[src/rtl/pc_pkg.sv]
// Shared encodings and defaults for the fetch-stage program counter.
package pc_pkg;

  // Architectural state encoding; 2'd3 is unused and recovers to BOOT.
  typedef enum logic [1:0] {
    ST_BOOT = 2'd0,
    ST_RUN  = 2'd1,
    ST_HALT = 2'd2
  } pc_state_e;

  // Source of the next PC value.
  typedef enum logic [1:0] {
    SEL_HOLD   = 2'd0,
    SEL_INC    = 2'd1,
    SEL_TARGET = 2'd2,
    SEL_EXC    = 2'd3
  } pc_sel_e;

  localparam logic [31:0] DEF_RESET_VECTOR = 32'h0000_0000;
  localparam logic [31:0] DEF_EXC_VECTOR   = 32'h0000_0080;

endpackage

[src/rtl/pc_next_mux.sv]
// Priority selector for the next PC, next EPC and misalignment flag.
module pc_next_mux
  import pc_pkg::*;
#(
  parameter int unsigned     WIDTH      = 32,
  parameter int unsigned     ALIGN_BITS = 2,
  parameter logic [WIDTH-1:0] EXC_VECTOR = WIDTH'(DEF_EXC_VECTOR)
) (
  input  logic             i_run,
  input  logic             i_halted,
  input  logic             i_exception,
  input  logic             i_redirect,
  input  logic [WIDTH-1:0] i_target,
  input  logic             i_stall,
  input  logic             i_halt,
  input  logic             i_resume,
  input  logic [WIDTH-1:0] i_pc,
  input  logic [WIDTH-1:0] i_pc_plus,
  input  logic [WIDTH-1:0] i_epc,
  output logic [WIDTH-1:0] o_next_pc,
  output logic [WIDTH-1:0] o_next_epc,
  output logic             o_misalign,
  output logic             o_enter_halt,
  output logic             o_leave_halt
);

  // Zero-width alignment collapses to an all-zero mask, disabling the check.
  localparam logic [WIDTH-1:0] ALIGN_MASK = WIDTH'((64'd1 << ALIGN_BITS) - 64'd1);

  pc_sel_e w_sel;
  logic    w_misaligned;

  assign w_misaligned = (i_target & ALIGN_MASK) != '0;

  // Resolve per-cycle control priority into a PC source and EPC update.
  always_comb begin
    w_sel        = SEL_HOLD;
    o_next_epc   = i_epc;
    o_misalign   = 1'b0;
    o_enter_halt = 1'b0;
    o_leave_halt = 1'b0;
    if (i_run) begin
      if (i_exception) begin
        o_next_epc = i_pc;
        w_sel      = SEL_EXC;
      end else if (i_redirect && w_misaligned) begin
        o_next_epc = i_target;
        w_sel      = SEL_EXC;
        o_misalign = 1'b1;
      end else if (i_redirect) begin
        w_sel = SEL_TARGET;
      end else if (i_stall) begin
        w_sel = SEL_HOLD;
      end else if (i_halt) begin
        o_enter_halt = 1'b1;
      end else begin
        w_sel = SEL_INC;
      end
    end else if (i_halted) begin
      if (i_exception) begin
        o_next_epc   = i_pc;
        w_sel        = SEL_EXC;
        o_leave_halt = 1'b1;
      end else if (i_resume) begin
        w_sel        = SEL_INC;
        o_leave_halt = 1'b1;
      end
    end
  end

  // Map the selected source onto the next PC value.
  always_comb begin
    o_next_pc = i_pc;
    unique case (w_sel)
      SEL_HOLD:   o_next_pc = i_pc;
      SEL_INC:    o_next_pc = i_pc_plus;
      SEL_TARGET: o_next_pc = i_target;
      SEL_EXC:    o_next_pc = EXC_VECTOR;
      default:    o_next_pc = i_pc;
    endcase
  end

endmodule

[src/rtl/pc_unit.sv]
// Fetch-stage program counter: state FSM and PC/EPC/trap registers.
module pc_unit
  import pc_pkg::*;
#(
  parameter int unsigned      WIDTH        = 32,
  parameter int unsigned      INC          = 4,
  parameter int unsigned      ALIGN_BITS   = 2,
  parameter logic [WIDTH-1:0] RESET_VECTOR = WIDTH'(DEF_RESET_VECTOR),
  parameter logic [WIDTH-1:0] EXC_VECTOR   = WIDTH'(DEF_EXC_VECTOR)
) (
  input  logic             Clk,
  input  logic             Reset,
  input  logic             Stall,
  input  logic             Redirect,
  input  logic [WIDTH-1:0] Target,
  input  logic             Exception,
  input  logic             Halt,
  input  logic             Resume,
  output logic [WIDTH-1:0] PCResult,
  output logic [WIDTH-1:0] PCPlus,
  output logic             FetchValid,
  output logic [WIDTH-1:0] EPC,
  output logic             MisalignTrap,
  output logic [1:0]       State
);

  pc_state_e        r_state;
  pc_state_e        w_state_next;
  logic [WIDTH-1:0] r_pc;
  logic [WIDTH-1:0] r_epc;
  logic             r_trap;
  logic [WIDTH-1:0] w_pc_plus;
  logic [WIDTH-1:0] w_next_pc;
  logic [WIDTH-1:0] w_next_epc;
  logic             w_misalign;
  logic             w_enter_halt;
  logic             w_leave_halt;

  assign w_pc_plus = r_pc + WIDTH'(INC);

  pc_next_mux #(
    .WIDTH      (WIDTH),
    .ALIGN_BITS (ALIGN_BITS),
    .EXC_VECTOR (EXC_VECTOR)
  ) u_next (
    .i_run        (r_state == ST_RUN),
    .i_halted     (r_state == ST_HALT),
    .i_exception  (Exception),
    .i_redirect   (Redirect),
    .i_target     (Target),
    .i_stall      (Stall),
    .i_halt       (Halt),
    .i_resume     (Resume),
    .i_pc         (r_pc),
    .i_pc_plus    (w_pc_plus),
    .i_epc        (r_epc),
    .o_next_pc    (w_next_pc),
    .o_next_epc   (w_next_epc),
    .o_misalign   (w_misalign),
    .o_enter_halt (w_enter_halt),
    .o_leave_halt (w_leave_halt)
  );

  // State register with synchronous reset.
  always_ff @(posedge Clk) begin
    if (Reset) r_state <= ST_BOOT;
    else       r_state <= w_state_next;
  end

  // Next-state logic; any unused encoding falls back to BOOT.
  always_comb begin
    w_state_next = ST_BOOT;
    case (r_state)
      ST_BOOT: w_state_next = ST_RUN;
      ST_RUN:  w_state_next = w_enter_halt ? ST_HALT : ST_RUN;
      ST_HALT: w_state_next = w_leave_halt ? ST_RUN : ST_HALT;
      default: w_state_next = ST_BOOT;
    endcase
  end

  // PC, EPC and one-cycle misalignment pulse registers.
  always_ff @(posedge Clk) begin
    if (Reset) begin
      r_pc   <= RESET_VECTOR;
      r_epc  <= '0;
      r_trap <= 1'b0;
    end else begin
      r_pc   <= w_next_pc;
      r_epc  <= w_next_epc;
      r_trap <= w_misalign;
    end
  end

  assign PCResult     = r_pc;
  assign PCPlus       = w_pc_plus;
  assign EPC          = r_epc;
  assign MisalignTrap = r_trap;
  assign FetchValid   = (r_state == ST_RUN);
  assign State        = r_state;

endmodule
[config.mk]
export PLATFORM = sky130hd
export DESIGN_NAME = pc_unit
export DESIGN_NICKNAME = d
export VERILOG_FILES = /design/src/rtl/pc_pkg.sv /design/src/rtl/pc_next_mux.sv /design/src/rtl/pc_unit.sv
export SDC_FILE = /design/constraint.sdc
export NUM_CORES = 1
export LEC_CHECK = 0
export CORE_MARGIN = 2
export CORE_UTILIZATION = 48
export CTS_BUF_LIST = sky130_fd_sc_hd__clkbuf_8 sky130_fd_sc_hd__clkbuf_16
export CTS_CLUSTER_DIAMETER = 120
export DETAILED_ROUTE_END_ITERATION = 16
export MAX_ROUTING_LAYER = met4
export PLACE_DENSITY = 0.92
export SLEW_MARGIN = 20
export SYNTH_ARGS = -nofsm -noshare
export SYNTH_HDL_FRONTEND = slang
export SYNTH_SLANG_ARGS = --single-unit
[constraint.sdc]
create_clock -name Clk -period 5.4 [get_ports Clk]
set_input_delay 1.35 -clock Clk [delete_from_list [all_inputs] [get_ports Clk]]
set_output_delay 1.35 -clock Clk [all_outputs]
set_load 0.05 [all_outputs]
==> results of run 1 <==
-- cell type report --
class / instances / area (um2) / area share (%)
timing repair buffer: 141 / 1400 / 26.4
inverter: 5 / 18.8 / 0.354
clock inverter: 3 / 67.6 / 1.28
tap: 102 / 128 / 2.41
multi-input combinational: 332 / 2160 / 40.8
sequential: 67 / 1340 / 25.3
clock buffer: 13 / 179 / 3.38
-- power groups by stage --
stage	logic, mW	registers, mW	clock network, mW
6_report	0.323	0.540	0.497
4_1_cts	0.323	0.540	0.502
3_5_place_dp	0.322	0.551	0
5_1_grt	0.341	0.543	0.522
2_1_floorplan	0.121	0.637	0
3_3_place_gp	0.318	0.550	0
-- layer usage --
layer,GRT usage [%],routed length (um)
met2,45.0,5570
met5,-,0
met4,9.68,146
met3,3.34,751
met1,31.7,4420
-- cells by family after synthesis --
family | count (synthesis) | share of synthesized area, %
AO/OA/AOI/OAI | 78 | 17.2
XOR/XNOR | 55 | 13.0
adder cells (fa/ha/maj) | 5 | 1.66
buffers and inverters | 46 | 7.45
flip-flops | 67 | 35.5
AND/OR/NAND/NOR | 194 | 25.2
-- cells in the mapped netlist, types with 2 or more instances --
| library cell | n |
|---|---|
| a211oi_1 | 3 |
| a21oi_1 | 2 |
| a22o_1 | 27 |
| a311oi_1 | 31 |
| a32oi_1 | 2 |
| and2_1 | 4 |
| and3_1 | 2 |
| and4_1 | 4 |
| buf_1 | 4 |
| buf_2 | 13 |
| buf_4 | 2 |
| buf_6 | 5 |
| clkbuf_1 | 12 |
| clkbuf_8 | 3 |
| dfxtp_1 | 67 |
| ha_1 | 5 |
| inv_1 | 5 |
| nand2_1 | 86 |
| nand2b_1 | 3 |
| nand3_1 | 17 |
| nand3_2 | 3 |
| nand4_1 | 6 |
| nand4_2 | 2 |
| nand4_4 | 2 |
| nor2_1 | 52 |
| nor3_1 | 2 |
| nor3_4 | 2 |
| nor4_1 | 2 |
| o21ai_0 | 6 |
| xnor2_1 | 41 |
| xor2_1 | 13 |
-- sequential cells by signal, indices dropped and copies added (netlist names) --
register	flops
EPC	32
State	2
PCResult	32
MisalignTrap	1
-- path summary, 6_finish.rpt --
path         cells past startpoint          end         from  slack (ns)
max                              7   PCPlus[28]  PCResult[3]        0.90
min reg2reg                      2      EPC[10]      EPC[10]        0.50
max reg2reg                      7  PCResult[9]     State[1]        2.85
min                              2      EPC[10]      EPC[10]        0.50
-- metrics by stage --
step | power [mW] | hold slack, ns | area [um2]
finish | 1.36 | 0.500 | 5300
global route | 1.41 | 0.523 | 5300
CTS | 1.37 | 0.505 | 5290
detailed placement | 0.874 | 0.493 | 5040
global placement | 0.868 | 0.483 | 5040
floorplan | 0.758 | 0.710 | 3780
-- worst register-to-register path, delay by kind of cell, from the launching register on --
kind                       cells  cell delay, ns
xor gates and xnor gates       1            0.17
and+or+nand+nor                2            0.54
buffers and inverters          1            0.09
AOI/OAI and AO/OA              2            0.94
DFF                            1            0.35
adders and majority gates      1            0.37
==> results.yml, run 1 <==
synthesis:
  ys_seq_elements: 67
  syn_nets: 489
  synth.top_cell.area_share_pct: 35.5
  yosysSeqAreaShare_pct: 35.5
  synthArstFlopShare_pct: 0
  syn_area_per_cell_um2: 8.49
  synth_enable_flop_cells: 0
  synth_ff_type: "dfxtp_1"
  yosys-top-cells-area: "dfxtp_1 (36%), xnor2_1 (9.5%), nand2_1 (8.5%)"
  synth_area_um2: 3780
  synth_top_cell_by_area: "dfxtp_1"
  synth_cell_types: 48
  synthCells: 445
  yosysWarnings: 0
sta:
  rsz0062_at_grt: "no"
  slew_headroom_pct: 45.2
  finalSetupTns_ns: 0
  fin_crit_ns: 4.50
  setup_viol: 0
  maxSlewViolCount: 0
  hold_viol_final: 0
  worst_slack_ns: 0.901
  worstMarginPinSlew_ns: 0.822
  finalCritPeriodShare_pct: 83.3
  fmax_mhz: 222
  skew_ns: 0.00835
worst_setup_path:
  cp.required_ns: 4.05
  path_cells: "ha_1 -> nand2_1 -> nor3_4 -> and2_1 -> nand2_1 -> xnor2_1 -> clkdlybuf4s50_1"
  critPathBufInv: 1
  crit_path_frequent_cell: "nand2_1"
  cp.arrival_ns: 3.15
  worst-path-max-fanout: 10
  critPathKind: "reg2out"
  critPathTopFamily: "simple AND/OR/NAND/NOR gates"
  critPathLaunchType: "register"
  slowest_delay_ns: 0.84
  end_kind: "output pin"
  cp_slowest_cell: "clkdlybuf4s50_1"
clock_tree:
  cts_tree: "done"
  cts_setup_buffers: 0
  clk_pin_slew_ns: 0.07
  cts.path.max_buffers: 2
  htree_levels: 3
  numCtsBuffers: 9
  clock-sinks: 67
  cts_hold_buf: 0
  postCtsResizedCells: 0
  insertion_delay_ns: 0.33
  root_buffer: "clkbuf_8"
global_routing:
  gr-usage-all-layers_pct: 26.2
  grt_pass1_vias: 3564
  grt_first_pass_wirelength_mm: 17.7
  antenna_found_initial: 0
  grt_max_degree: 65
  overflow: 0
placement:
  hpwl_mm: 7.56
  globalplace.congestion: 0.844
  dp.cells: 647
  io_buffers: 138
  dpl_worst_slack_ns: 1.30
pwr:
  swShare_pct: 30.7
  peakVddDrop_v: 0.000137
  switchingPower_mw: 0.418
  p_comb_share_pct: 23.7
  seqPwrFrac_pct: 39.7
  power_frac_clock_pct: 36.6
  p_per_area_nw_per_um2: 257
  internal-power_mw: 0.943
  leakagePower_nw: 1.89
cells_and_area:
  final_util_pct: 68.9
  antenna_cells: 0
  area_growth_pct: 40.3
  drive_above_1_share_pct: 6.95
  final_cell_mix: "clkdlybuf4s50_1 (137), nand2_1 (86), dfxtp_1 (67)"
  final_nets: 600
  n_fill_cell: 610
  layout_commonest_cell: "clkdlybuf4s50_1"
  final_cells: 663
die:
  die_w_um: 92.7
  start_util_pct: 49.1
  io_pins: 139
  dieArea_um2: 8590
  coreArea_um2: 7690
  die_y_um: 92.7
  rows: 32
job:
  maxCapViolCount: 0
min_path:
  min_path_type: "reg2reg"
route:
  drt.antenna.violating_nets: 0
  firstDrtPassIters: 6
  via_count: 3759
  drc: 0
  routed_wl_mm: 10.9
  drtIter0Drc: 213
  vias_per_cell: 5.67
  wl_per_cell_um: 16.4
run_status:
  status: "finished clean"
(Power assumes the default switching activity.)
==> run 2: changes to the inputs <==
CORE_UTILIZATION = 41   (was 48)
PLACE_DENSITY = 0.84   (was 0.92)
clock period = 3.98 ns   (was 5.4 ns; I/O delays follow)
==> run 2 against run 1 <==
Die area rose by 16%. Clock-buffer cell count fell by 3. Cell count is 3.0% higher. Critical endpoint is now PCPlus[27]. Largest cell class unchanged. Largest power group unchanged. Highest routed layer unchanged.
==> results.yml, run 2 (same netlist as run 1, synthesis figures left out) <==
run_status:
  status: "finished clean"
cells_and_area:
  n_fill_cell: 800
  final_cell_mix: "clkdlybuf4s50_1 (127), nand2_1 (86), dfxtp_1 (67)"
  antenna_cells: 0
  final_nets: 611
  multi_input_area_um2: 2160
  seq_area_um2: 1340
  drive_above_1_share_pct: 9.27
  layout_commonest_cell: "clkdlybuf4s50_1"
  final_cells: 683
  area_growth_pct: 41.6
placement:
  io_buffers: 138
  dpl_worst_slack_ns: 0.424
  globalplace.congestion: 0.860
  hpwl_mm: 8.08
  dp.cells: 667
worst_setup_path:
  worst-r2r-cell-count: 8
  r2r_slack_ns: 1.57
  r2r-end: "EPC[6]"
  cp.arrival_ns: 2.86
  worst-path-max-fanout: 11
  r2r_start: "State[1]"
  cp.required_ns: 2.98
  critPathLaunchType: "register"
  end_kind: "output pin"
  critPathKind: "reg2out"
clock_tree:
  postCtsResizedCells: 0
  clk_pin_slew_ns: 0.07
  cts_tree: "done"
  cts_hold_buf: 0
  insertion_delay_ns: 0.33
  numCtsBuffers: 9
  root_buffer: "clkbuf_8"
  cts.path.max_buffers: 2
  htree_levels: 3
  cts_setup_buffers: 0
  clock-sinks: 67
pwr:
  p_total_mw: 1.74
  leakagePower_nw: 2.03
  peakVddDrop_v: 0.000166
  p_per_area_nw_per_um2: 326
route:
  via_count: 3784
  firstDrtPassIters: 5
  drtIter0Drc: 158
  wl_per_cell_um: 16.6
  vias_per_cell: 5.54
  drc: 0
  routed_wl_mm: 11.4
  drt.antenna.violating_nets: 0
global_routing:
  grt_pass1_vias: 3626
  grt_first_pass_wirelength_mm: 18.0
  antenna_found_initial: 0
  gr-usage-all-layers_pct: 23.1
  grt_max_degree: 45
  overflow: 0
sta:
  hold_ws_ns: 0.501
  setup_viol: 0
  finalSetupTns_ns: 0
  worst_slack_ns: 0.128
  finalCritPeriodShare_pct: 96.8
  skew_ns: 0.00949
  fmax_mhz: 260
  fin_crit_ns: 3.85
  worstMarginPinSlew_ns: 0.756
  slew_headroom_pct: 49.3
  maxSlewViolCount: 0
  hold_viol_final: 0
die:
  dieArea_um2: 9990
  die_w_um: 100
  io_pins: 139
  rows: 35
  die_y_um: 100
  start_util_pct: 41.7
  coreArea_um2: 9060
min_path:
  min_path_type: "reg2reg"
  hold_path_startpoint: "EPC[30]"
  min_path_cells: 2
  min_to: "EPC[30]"
job:
  maxCapViolCount: 0
[run 2: cell count changes in the layout (fill, tap and decap cells not counted), sizes merged]
cell / change
buf: +16
bufinv: -1
clkbuf: -3
clkdlybuf4s50: -10
clkinv: +1
clkinvlp: +1
dlymetal6s2s: +5
inv: +2
[run 2: worst max-delay path by stage]
stage | from | to | slack (ns) | depth (start not counted)
after floorplan | PCResult[23] | PCPlus[31] | 0.29 | 7
after global placement | PCResult[4] | PCPlus[31] | 0.54 | 6
after detailed placement | PCResult[4] | PCPlus[31] | 0.42 | 6
after CTS | PCResult[4] | PCPlus[31] | 0.06 | 6
after global routing | PCResult[5] | PCPlus[27] | -0.005 | 6
final | PCResult[5] | PCPlus[27] | 0.13 | 6
[run 2: critical path, stage by stage (launching register included)]
cell and delay (ns):
dfxtp_1 0.53, nand4_4 0.21, nor3_4 0.41, and2_4 0.32
nand2_1 0.09, xnor2_1 0.15, clkdlybuf4s50_1 0.82
[run 2: power by group]
part           internal, mW  total (mW)  switching [mW]
sequential            0.705       0.733          0.0272
combinational         0.157       0.447           0.291
clock                 0.301       0.564           0.263
[run 2: final cells by class]
cell class / instances / area share (%)
clock inverters: 6 / 1.08
well taps: 111 / 2.60
inverters: 5 / 0.351
multi-input cells: 332 / 40.4
flip-flops and latches: 67 / 25.1
repair buffers: 152 / 27.9
clock buffers: 10 / 2.57
[run 2: per-layer routing]
metal | wire length (um) | up-vias | track usage [%]
li1 | - | 1788 | -
met1 | 5110 | 1818 | 30.3
met2 | 5370 | 158 | 36.7
met3 | 619 | 20 | 2.58
met4 | 264 | 0 | 9.06
met5 | 0 | - | -
[run 2: metrics by stage]
step	area [um2]	util [%]
2_1_floorplan	3780	-
3_3_place_gp	5140	56.7
3_5_place_dp	5140	56.7
4_1_cts	5330	58.8
5_1_grt	5350	59.0
6_report	5350	59.0
==> run 3: changes to the inputs <==
CORE_UTILIZATION = 35   (was 41)
PLACE_DENSITY = 0.74   (was 0.84)
==> run 3 against run 2 <==
Clock power down 2%. First-iteration DRC count decreased by 5.7%. Cell count rose by 3.4%. Largest cell class unchanged.
==> results.yml, run 3 (same netlist as run 1, synthesis figures left out) <==
global_routing:
  overflow: 0
  grt_max_degree: 65
  grt_first_pass_wirelength_mm: 18.3
  grt_pass1_vias: 3711
  gr-usage-all-layers_pct: 20.2
  antenna_found_initial: 0
worst_setup_path:
  worst-path-max-fanout: 11
  critPathLaunchType: "register"
  critPathKind: "reg2out"
  cp.required_ns: 2.98
  end_kind: "output pin"
  cp.arrival_ns: 2.78
sta:
  hold_viol_final: 0
  setup_viol: 0
  rsz0062_at_grt: "no"
  fmax_mhz: 265
  finalSetupTns_ns: 0
  maxSlewViolCount: 0
  worstMarginPinSlew_ns: 0.683
  skew_ns: 0.00769
  finalCritPeriodShare_pct: 94.9
  fin_crit_ns: 3.78
  slew_headroom_pct: 54.5
  worst_slack_ns: 0.204
clock_tree:
  insertion_delay_ns: 0.34
  clk_pin_slew_ns: 0.07
  htree_levels: 3
  cts_hold_buf: 0
  clock-sinks: 67
  postCtsResizedCells: 0
  root_buffer: "clkbuf_8"
  numCtsBuffers: 9
  cts_setup_buffers: 0
  cts.path.max_buffers: 2
  cts_tree: "done"
pwr:
  p_per_area_nw_per_um2: 322
  power_frac_clock_pct: 31.8
  internal-power_mw: 1.16
  seqPwrFrac_pct: 42.3
  leakagePower_nw: 2.04
  p_comb_share_pct: 25.8
  swShare_pct: 32.8
  peakVddDrop_v: 0.000160
  switchingPower_mw: 0.567
  p_total_mw: 1.73
route:
  vias_per_cell: 5.23
  drt.antenna.violating_nets: 0
  drc: 0
  drtIter0Drc: 149
  routed_wl_mm: 11.1
  via_count: 3691
  wl_per_cell_um: 15.8
  firstDrtPassIters: 4
cells_and_area:
  final_nets: 609
  final_cell_mix: "clkdlybuf4s50_1 (127), nand2_1 (86), dfxtp_1 (67)"
  finalInstanceArea_um2: 5370
  final_cells: 706
  layout_commonest_cell: "clkdlybuf4s50_1"
  antenna_cells: 0
  drive_above_1_share_pct: 8.77
  area_growth_pct: 42.2
die:
  start_util_pct: 36.3
  die_w_um: 108
  io_pins: 139
  die_y_um: 108
  coreArea_um2: 10400
  dieArea_um2: 11600
  rows: 37
placement:
  io_buffers: 138
  dp.cells: 690
  place_area_um2: 5170
  hpwl_mm: 7.92
  globalplace.congestion: 0.873
  dpl_worst_slack_ns: 0.438
run_status:
  status: "finished clean"
min_path:
  min_path_type: "reg2reg"
job:
  maxCapViolCount: 0
## run 3: final timing paths
| kind | slack (ns) | startpoint | end | depth (start not counted) |
|---|---|---|---|---|
| min reg2reg | 0.50 | EPC[23] | EPC[23] | 2 |
| max reg2reg | 1.66 | PCResult[3] | PCResult[22] | 7 |
| max | 0.20 | PCResult[4] | PCPlus[19] | 5 |
| min | 0.50 | EPC[23] | EPC[23] | 2 |
## run 3: worst max-delay path: stages (launching register included)
cell             delay (ns)
dfxtp_1                0.54
nand4_4                0.20
nor3_4                 0.40
and2_4                 0.32
xor2_1                 0.16
clkdlybuf4s50_1        0.82
## run 3: per-layer routing
metal | vias up | track usage (%) | routed length, um
li1 | 1785 | - | -
met1 | 1749 | 24.9 | 4940
met2 | 141 | 33.2 | 5240
met3 | 16 | 3.69 | 769
met4 | 0 | 7.33 | 174
met5 | - | - | 0
## run 3: power by group through the flow
| stage | combinational, mW | sequential (mW) | clock, mW |
|---|---|---|---|
| after detailed placement | 0.447 | 0.747 | 0 |
| after global routing | 0.474 | 0.736 | 0.589 |
| after CTS | 0.448 | 0.732 | 0.562 |
| final | 0.446 | 0.731 | 0.550 |
| after global placement | 0.444 | 0.746 | 0 |
| after floorplan | 0.164 | 0.864 | 0 |
## run 3: area by class of cell
class | instances | area, um2
fill | 1007 | 5040
multi-input combinational | 332 | 2160
timing repair buffer | 150 | 1490
sequential | 67 | 1340
tap | 136 | 170
clock buffer | 10 | 138
clock inverter | 6 | 50.0
inverter | 5 | 18.8
## run 3: metrics by stage
stage          hold WS (ns)  utilization (%)
3_5_place_dp          0.493             49.6
5_1_grt               0.513             51.6
2_1_floorplan         0.710                -
4_1_cts               0.503             51.4
6_report              0.497             51.6
3_3_place_gp          0.488             49.6
